$ cat src/rtl/request_scheduler_if.sv
// Button, floor and scheduling signals between the car buttons,
// state_control and the request scheduler.
interface request_scheduler_if #(
    parameter int N_FLOOR = 4
);
    logic               switch;
    logic [N_FLOOR-1:0] cab_btn;
    logic [N_FLOOR-1:0] hall_up;
    logic [N_FLOOR-1:0] hall_dn;
    logic [N_FLOOR-1:0] position;
    logic               opendoor;
    logic [N_FLOOR-1:0] allReq_reg;
    logic               up_need;
    logic               down_need;
    logic [N_FLOOR-1:0] cab_lamp;
    logic [N_FLOOR-1:0] up_lamp;
    logic [N_FLOOR-1:0] dn_lamp;

    modport master (
        output switch, cab_btn, hall_up, hall_dn,
        output position, opendoor,
        input  allReq_reg, up_need, down_need,
        input  cab_lamp, up_lamp, dn_lamp
    );

    modport slave (
        input  switch, cab_btn, hall_up, hall_dn,
        input  position, opendoor,
        output allReq_reg, up_need, down_need,
        output cab_lamp, up_lamp, dn_lamp
    );
endinterface

$ cat src/rtl/request_scheduler.sv
// Latches cabin/hall calls and produces SCAN-ordered up/down needs
// plus the per-floor stop mask for state_control.
module request_scheduler #(
    parameter int N_FLOOR  = 4,
    parameter int SYNC_LEN = 2
) (
    input  logic                clk,
    input  logic                rst_n,
    request_scheduler_if.slave  bus
);
    localparam int W = 3 * N_FLOOR;
    localparam logic [N_FLOOR-1:0] UP_OK =
        {1'b0, {(N_FLOOR-1){1'b1}}};
    localparam logic [N_FLOOR-1:0] DN_OK =
        {{(N_FLOOR-1){1'b1}}, 1'b0};

    typedef enum logic {
        DIR_UP = 1'b0,
        DIR_DN = 1'b1
    } dir_e;

    logic [SYNC_LEN-1:0][W-1:0] sync_q;
    logic [W-1:0]               lvl_q;
    logic [W-1:0]               rise_q;
    logic [SYNC_LEN:0]          prime_q;

    logic [N_FLOOR-1:0] cab_q, cab_d;
    logic [N_FLOOR-1:0] up_q, up_d;
    logic [N_FLOOR-1:0] dn_q, dn_d;
    logic               upn_q, upn_d;
    logic               dnn_q, dnn_d;
    dir_e               dir_q, dir_d;

    logic [N_FLOOR-1:0] pos, below, above, req;
    logic [N_FLOOR-1:0] clr_cab, clr_up, clr_dn;
    logic [N_FLOOR-1:0] set_cab, set_up, set_dn;
    logic               pos_ok, serve, req_blw, req_abv;

    assign pos     = bus.position;
    assign pos_ok  = (pos != '0) && ((pos & (pos - 1'b1)) == '0);
    assign below   = pos - 1'b1;
    assign above   = ~(pos | below);
    assign req     = cab_q | up_q | dn_q;
    assign req_blw = |(req & below);
    assign req_abv = |(req & above);
    assign serve   = bus.opendoor & pos_ok;

    assign set_cab = rise_q[N_FLOOR-1:0];
    assign set_up  = rise_q[2*N_FLOOR-1:N_FLOOR] & UP_OK;
    assign set_dn  = rise_q[W-1:2*N_FLOOR] & DN_OK;

    // Synchronize buttons and detect rising edges; priming keeps a
    // button held through reset from looking like a fresh press.
    always_ff @(posedge clk or negedge rst_n) begin
        if (!rst_n) begin
            sync_q  <= '0;
            lvl_q   <= '0;
            rise_q  <= '0;
            prime_q <= '0;
        end else begin
            sync_q  <= {sync_q[SYNC_LEN-2:0],
                        {bus.hall_dn, bus.hall_up, bus.cab_btn}};
            lvl_q   <= sync_q[SYNC_LEN-1];
            prime_q <= {prime_q[SYNC_LEN-1:0], 1'b1};
            rise_q  <= prime_q[SYNC_LEN]
                     ? (sync_q[SYNC_LEN-1] & ~lvl_q) : '0;
        end
    end

    // Pending sets/clears (clear wins) and the SCAN direction choice.
    always_comb begin
        clr_cab = '0;
        clr_up  = '0;
        clr_dn  = '0;
        upn_d   = 1'b0;
        dnn_d   = 1'b0;
        dir_d   = dir_q;
        if (serve) begin
            clr_cab = pos;
            if (dir_q == DIR_UP || !req_blw) clr_up = pos;
            if (dir_q == DIR_DN || !req_abv) clr_dn = pos;
        end
        cab_d = (cab_q | set_cab) & ~clr_cab;
        up_d  = (up_q  | set_up)  & ~clr_up;
        dn_d  = (dn_q  | set_dn)  & ~clr_dn;
        if (!bus.switch) begin
            cab_d = '0;
            up_d  = '0;
            dn_d  = '0;
            dir_d = DIR_UP;
        end else if (bus.opendoor || !pos_ok) begin
            upn_d = 1'b0;
        end else if (dir_q == DIR_UP && req_abv) begin
            upn_d = 1'b1;
        end else if (dir_q == DIR_DN && req_blw) begin
            dnn_d = 1'b1;
        end else if (req_abv) begin
            upn_d = 1'b1;
            dir_d = DIR_UP;
        end else if (req_blw) begin
            dnn_d = 1'b1;
            dir_d = DIR_DN;
        end
    end

    // Pending request, need and direction registers.
    always_ff @(posedge clk or negedge rst_n) begin
        if (!rst_n) begin
            cab_q <= '0;
            up_q  <= '0;
            dn_q  <= '0;
            upn_q <= 1'b0;
            dnn_q <= 1'b0;
            dir_q <= DIR_UP;
        end else begin
            cab_q <= cab_d;
            up_q  <= up_d;
            dn_q  <= dn_d;
            upn_q <= upn_d;
            dnn_q <= dnn_d;
            dir_q <= dir_d;
        end
    end

    assign bus.allReq_reg = req;
    assign bus.up_need    = upn_q;
    assign bus.down_need  = dnn_q;
    assign bus.cab_lamp   = cab_q;
    assign bus.up_lamp    = up_q;
    assign bus.dn_lamp    = dn_q;
endmodule

$ cat src/flat_wrapper.sv
// flat-port wrapper written by rule: the top's interface ports become plain ports
module request_scheduler_flat 
#(
    parameter int N_FLOOR  = 4,
    parameter int SYNC_LEN = 2
)
  (clk, rst_n, bus_switch, bus_cab_btn, bus_hall_up, bus_hall_dn, bus_position, bus_opendoor, bus_allReq_reg, bus_up_need, bus_down_need, bus_cab_lamp, bus_up_lamp, bus_dn_lamp);
  request_scheduler_if #(.N_FLOOR(N_FLOOR)) bus_i ();
  input  logic clk;
  input  logic rst_n;
  input wire logic [$bits(bus_i.switch)-1:0] bus_switch;
  input wire logic [$bits(bus_i.cab_btn)-1:0] bus_cab_btn;
  input wire logic [$bits(bus_i.hall_up)-1:0] bus_hall_up;
  input wire logic [$bits(bus_i.hall_dn)-1:0] bus_hall_dn;
  input wire logic [$bits(bus_i.position)-1:0] bus_position;
  input wire logic [$bits(bus_i.opendoor)-1:0] bus_opendoor;
  output wire logic [$bits(bus_i.allReq_reg)-1:0] bus_allReq_reg;
  output wire logic [$bits(bus_i.up_need)-1:0] bus_up_need;
  output wire logic [$bits(bus_i.down_need)-1:0] bus_down_need;
  output wire logic [$bits(bus_i.cab_lamp)-1:0] bus_cab_lamp;
  output wire logic [$bits(bus_i.up_lamp)-1:0] bus_up_lamp;
  output wire logic [$bits(bus_i.dn_lamp)-1:0] bus_dn_lamp;
  assign bus_i.switch = bus_switch;
  assign bus_i.cab_btn = bus_cab_btn;
  assign bus_i.hall_up = bus_hall_up;
  assign bus_i.hall_dn = bus_hall_dn;
  assign bus_i.position = bus_position;
  assign bus_i.opendoor = bus_opendoor;
  assign bus_allReq_reg = bus_i.allReq_reg;
  assign bus_up_need = bus_i.up_need;
  assign bus_down_need = bus_i.down_need;
  assign bus_cab_lamp = bus_i.cab_lamp;
  assign bus_up_lamp = bus_i.up_lamp;
  assign bus_dn_lamp = bus_i.dn_lamp;
  request_scheduler #(.N_FLOOR(N_FLOOR), .SYNC_LEN(SYNC_LEN)) u_core (.clk(clk), .rst_n(rst_n), .bus(bus_i));
endmodule
$ cat config.mk
export PLATFORM = sky130hd
export DESIGN_NAME = request_scheduler_flat
export DESIGN_NICKNAME = d
export VERILOG_FILES = /design/src/rtl/request_scheduler_if.sv /design/src/rtl/request_scheduler.sv /design/src/flat_wrapper.sv
export SDC_FILE = /design/constraint.sdc
export NUM_CORES = 1
export LEC_CHECK = 0
export ABC_AREA = 1
export BUFFER_PORTS_ARGS = -buffer_cell sky130_fd_sc_hd__buf_2
export CAP_MARGIN = 20
export CELL_PAD_IN_SITES_DETAIL_PLACEMENT = 1
export CELL_PAD_IN_SITES_GLOBAL_PLACEMENT = 2
export CORE_UTILIZATION = 32
export CTS_CLUSTER_DIAMETER = 80
export DETAILED_ROUTE_END_ITERATION = 10
export PLACE_DENSITY_LB_ADDON = 0.1
export SLEW_MARGIN = 20
export SYNTH_ARGS = -nofsm -noshare
export SYNTH_HDL_FRONTEND = slang
export SYNTH_SLANG_ARGS = --single-unit
$ cat constraint.sdc
create_clock -name clk -period 1.05 [get_ports clk]
set_input_delay 0.105 -clock clk [delete_from_list [all_inputs] [get_ports clk]]
set_output_delay 0.105 -clock clk [all_outputs]
set_load 0.03 [all_outputs]
# Word-level counts from Yosys, hierarchy flattened
# Cells that the tools add are included.
[classes]
add_sub_neg = 1
n_eq_ne = 4
n_mux = 26
n_bitwise = 20
reduce_logical = 14
[ops]
columns = ["op", "n"]
rows = [
  ["two-way mux 4 bit", 8],
  ["bitwise AND 4 bit", 6],
  ["OR 4 bit", 5],
  ["two-way mux 1 bit", 17],
  ["NOT 4 bit", 4],
  ["bitwise AND 12 bit", 1],
  ["two-way mux 12 bit", 1],
  ["NOT 12 bit", 1],
  ["OR reduction 4 bit", 2],
  ["!= test 2 bit, second input constant", 3],
  ["zero test 4 bit", 1],
  ["OR 4 x 3 -> 4 bit", 1],
  ["AND reduction 4 bit", 1],
  ["nonzero test 4 bit", 1],
  ["subtractor 4 x 1 -> 4 bit, second input constant", 1],
  ["logical AND 1 bit", 3],
  ["zero test 1 bit", 3],
  ["logical OR 1 bit", 3],
  ["!= test 3 x 1 -> 1 bit, second input constant", 1],
  ["bitwise AND 1 bit", 1],
  ["NOT 1 bit", 1],
]
[word_totals]
regBits = 66
inputBits = 20
out_inout_bits = 18

# Logic depth before layout (Yosys ltp)
[depth]
depth_word = 12
ltp_mapped = 12
ltp_nobuf = 12

# Worst setup path after synthesis
# Ideal clock, no wire load.
[synth_path]
path_kind = "register -> register"
startpoint = "register u_core.up_q[1], in the netlist u_core.bus.up_lamp[1]"
endpoint = "register u_core.dir_q"
arrival_time_ns = 1.266
setup_slack_ns = -0.346
path_stages_with_launch = 9
path_buffers = 0
synth_period_minus_slack_ns = 1.396
cell_sequence = "dfrtp_1 > nor2_2 > nand2_2 > nand2_2 > nand2_2 > nor2_4 > nand3_1 > nand2_1 > a21oi_1"
[synth_between]
elab_chain_len = 9
[synth_rtl]
columns = ["item", "line_no", "rtl"]
rows = [
  ["start: declaration", "request_scheduler.sv:28", "logic [N_FLOOR-1:0] up_q, up_d;"],
  ["start signal: assignment", "request_scheduler.sv:117", "up_q <= up_d;"],
  ["OR 4 bit * (2 in series)", "request_scheduler.sv:43", "assign req = cab_q | up_q | dn_q;"],
  ["via bus_allReq_reg[1]", "flat_wrapper.sv:17", "output wire logic [$bits(bus_i.allReq_reg)-1:0] bus_allReq_reg;"],
  ["bitwise AND 4 bit", "request_scheduler.sv:45", "assign req_abv = |(req & above);"],
  ["OR reduction 4 bit", "request_scheduler.sv:45", ""],
  ["two-way mux 1 bit", "request_scheduler.sv:97", "end else if (req_abv) begin"],
  ["two-way mux 1 bit", "request_scheduler.sv:95", "end else if (dir_q == DIR_DN && req_blw) begin"],
  ["two-way mux 1 bit", "request_scheduler.sv:93", "end else if (dir_q == DIR_UP && req_abv) begin"],
  ["two-way mux 1 bit", "request_scheduler.sv:91", "end else if (bus.opendoor || !pos_ok) begin"],
  ["two-way mux 1 bit", "request_scheduler.sv:86", "if (!bus.switch) begin"],
  ["end signal: assignment", "request_scheduler.sv:121", "dir_q <= dir_d;"],
  ["end: declaration", "request_scheduler.sv:32", "dir_e dir_q, dir_d;"],
]
# Mark *: on every way through the listed nets, which the timed path passes. The rest lies on a longest branch. The select of a mux whose other input is x is not followed.
# A chain may end at the register's enable or synchronous reset.

# Worst setup path after layout
[layout_path]
startpoint = "register u_core.up_q[2], in the netlist u_core.bus.up_lamp[2]"
endpoint = "output port bus_allReq_reg[2]"
[layout_between]
elab_chain_len = 2
[layout_rtl]
columns = ["item", "line_no"]
rows = [
  ["OR 4 bit (2 in series)", "request_scheduler.sv:43"],
  ["end: declaration", "flat_wrapper.sv:17"],
]
# No other way between the ends.

==> impl_metrics.env <==
export IMPL_drive_above_1_share=0.559
export IMPL_design_core_area_um2=6310
export IMPL_min_path_type="input port to asynchronous set/reset pin"
export IMPL_yosysUniqueCellTypes=22
export IMPL_hpwl_um=3220
export IMPL_worstSetupPathType="register to primary output"
export IMPL_gp_congestion=0.769
export IMPL_crit_fanout=3
export IMPL_fin_skew_ns=0.0101
export IMPL_violations="setup timing"
export IMPL_clock_sinks=58
export IMPL_p_leak_nw=1.65
export IMPL_syn_avg_cell_area_um2=12.1
export IMPL_grt_overflow_total=0
export IMPL_cp_end_kind="primary output"
export IMPL_ios=38
export IMPL_path_cells="nor2_4, nand2_4, buf_6, buf_6"
export IMPL_cp_top_family="flip-flops"
export IMPL_antenna_left=0
export IMPL_ir_worst_vdd_mv=0.941
export IMPL_max_freq_mhz=757
export IMPL_rsz0062_at_grt="yes"
export IMPL_min_period_ns=1.32
export IMPL_cp_common_cell="buf_6"
export IMPL_synth_seq_cells=58
export IMPL_die_x_um=82.7
export IMPL_finalHoldViolations=0
export IMPL_initial_utilization=0.330
export IMPL_n_antenna_cell=0
export IMPL_p_per_area_nw_per_um2=1620
export IMPL_ys_seq_area_frac=0.697
export IMPL_grt_pass1_vias=1639
export IMPL_maxCapViolations=0
export IMPL_clkTransAtPathRegs_ns=0.07
export IMPL_wl_per_cell_um=14.0
export IMPL_grt_pass1_wl_um=7490
export IMPL_status="finished, violations left"
export IMPL_fp_dieH_um=82.7
export IMPL_drtIter0Drc=26
export IMPL_place_ws_ns=-0.473
export IMPL_cts_buffers=9
export IMPL_area_growth_pct=60.6
export IMPL_nFillCells=673
export IMPL_clk_insertion_delay_late_ns=0.33
export IMPL_max_stage_delay_ns=0.43
export IMPL_cts_root_buf="clkbuf_8"
export IMPL_routed_via_count=1533
export IMPL_syn_inst=172
export IMPL_finalSetupViolations=27
export IMPL_fin_area_um2=3340
export IMPL_cts_tree="yes"
export IMPL_avgViaCountPerCell=4.42
export IMPL_r2r_slack_ns=-0.25
export IMPL_clock_path_buffers=2
export IMPL_grt_max_degree=55
export IMPL_setup_slack_ns=-0.271
export IMPL_dpl_instance_area_um2=2650
export IMPL_path_buf_inv=2
export IMPL_dieArea_um2=6830
export IMPL_io_buffers=35
export IMPL_antenna_found_initial=0
export IMPL_rows=29
export IMPL_worstSetupStartpointType="register"
export IMPL_slew_violations=0
export IMPL_track_usage=0.159
export IMPL_cts_max_level=3
export IMPL_synth_fp_nets=199
export IMPL_yosysWarnings=0
export IMPL_wl_um=4840
export IMPL_cp_required_ns=0.94
export IMPL_drcViolationCount=0
export IMPL_critPathArrivalTime_ns=1.22
export IMPL_syn_cell_area_um2=2080
export IMPL_detail_route_first_pass_iterations=4
export IMPL_finalNetCount=292
export IMPL_period_share=1.26
export IMPL_slowest_stage="dfrtp_2"
## worst paths after layout
path | start | endpoint | cells after the start
worst min-delay path | rst_n | u_core.bus.up_need$_DFF_PN0_ | 2
worst max-delay path | u_core.bus.up_lamp[2]$_DFF_PN0_ | bus_allReq_reg[2] | 4
max in group asynchronous | rst_n | u_core.bus.dn_lamp[0]$_DFF_PN0_ | 3
min in group clk | bus_position[1] | u_core.bus.dn_lamp[1]$_DFF_PN0_ | 3
worst min register to register | u_core.prime_q[1]$_DFF_PN0_ | u_core.prime_q[2]$_DFF_PN0_ | 0
worst max register to register | u_core.bus.up_lamp[2]$_DFF_PN0_ | u_core.bus.up_lamp[2]$_DFF_PN0_ | 8
## cell type report
type,count,area (um^2),share of cell area
clock buffer,9,124,0.0371
clock inverter,7,93.8,0.0281
inverter,20,97.6,0.0292
multi-input combinational,92,702,0.210
sequential,58,1460,0.437
tap,77,96.3,0.0288
timing repair buffer,84,767,0.229
## power breakdown
part / internal (mW) / switching, mW
Sequential: 2.34 / 0.0521
Combinational: 0.378 / 0.414
Clock: 1.33 / 0.906
## timing repair
item / CTS / global route
hold buffers: 11 / 0
endpoints found under the hold margin: 68 / 0
gates resized for setup: 63 / 20
gates cloned: 0 / 0
setup buffers: 9 / 11
pin swaps: 12 / 10
setup endpoints to repair: 31 / 31
## registers in the layout (all words and copies together) (netlist names)
signal and flops:
u_core.bus.up_lamp 4, u_core.dir_q 1, u_core.sync_q 20, u_core.bus.down_need 1
u_core.bus.up_need 1, u_core.prime_q 3, u_core.lvl_q 10, u_core.bus.dn_lamp 4
u_core.bus.cab_lamp 4, u_core.rise_q 10
## logic make-up after synthesis
kind of cell / share of synthesized area
compound gates: 0.0475
simple gates: 0.171
buf+inv: 0.0403
other cells: 0.00180
fa+ha+maj: 0.0421
flops: 0.697
## stage by stage
stage | util | power (mW) | setup TNS (ns) | hold WS [ns] | instances
after floorplan | - | 2.73 | -2.54 | -0.191 | 172
after global placement | 0.420 | 2.98 | -5.12 | -0.0660 | 307
after detailed placement | 0.420 | 3.01 | -5.92 | -0.0613 | 307
after CTS | 0.515 | 5.43 | -4.36 | 0.118 | 342
after global routing | 0.530 | 5.64 | -5.51 | 0.115 | 347
final | 0.530 | 5.42 | -4.04 | 0.116 | 347
## Yosys cell counts, drive strengths merged
cell	number	share of area
a21oi	1	0.0024
a31oi	4	0.012
buf	1	0.0024
clkbuf	1	0.0018
conb	1	0.0018
dfrtp	58	0.70
ha	7	0.042
inv	20	0.036
nand2	33	0.079
nand3	6	0.025
nor2	28	0.062
nor3	1	0.0048
o211ai	4	0.014
o21ai	7	0.019
## cell usage in the layout, fill, tap and decap left out, types with 2 or more instances in the layout
cell	netlist	layout
a31oi_1	4	3
nor2_2	4	4
clkinv_2	0	2
nand3_2	2	4
inv_2	6	6
clkinv_4	0	2
o21ai_0	6	6
nor2_4	2	7
clkinvlp_4	0	2
dfrtp_1	58	49
buf_6	0	35
nand2_2	13	8
nand2_1	19	13
bufinv_16	0	2
nand2_4	1	12
inv_1	14	10
o211ai_1	4	4
clkbuf_8	0	9
nor2_1	22	17
buf_2	1	17
dfrtp_2	0	9
inv_8	0	2
dlygate4sd3_1	0	11
ha_4	0	2
ha_1	7	4
buf_4	0	19
## routing by layer
layer  part of all wire  GRT usage  up-vias
met3              0.035     0.0527       13
met2               0.54      0.270       35
met4              0.032      0.114        0
met5                  0          0        -
met1               0.39      0.165      763
li1                   -          -      722
Note: power is estimated with default switching activity, not from simulation.
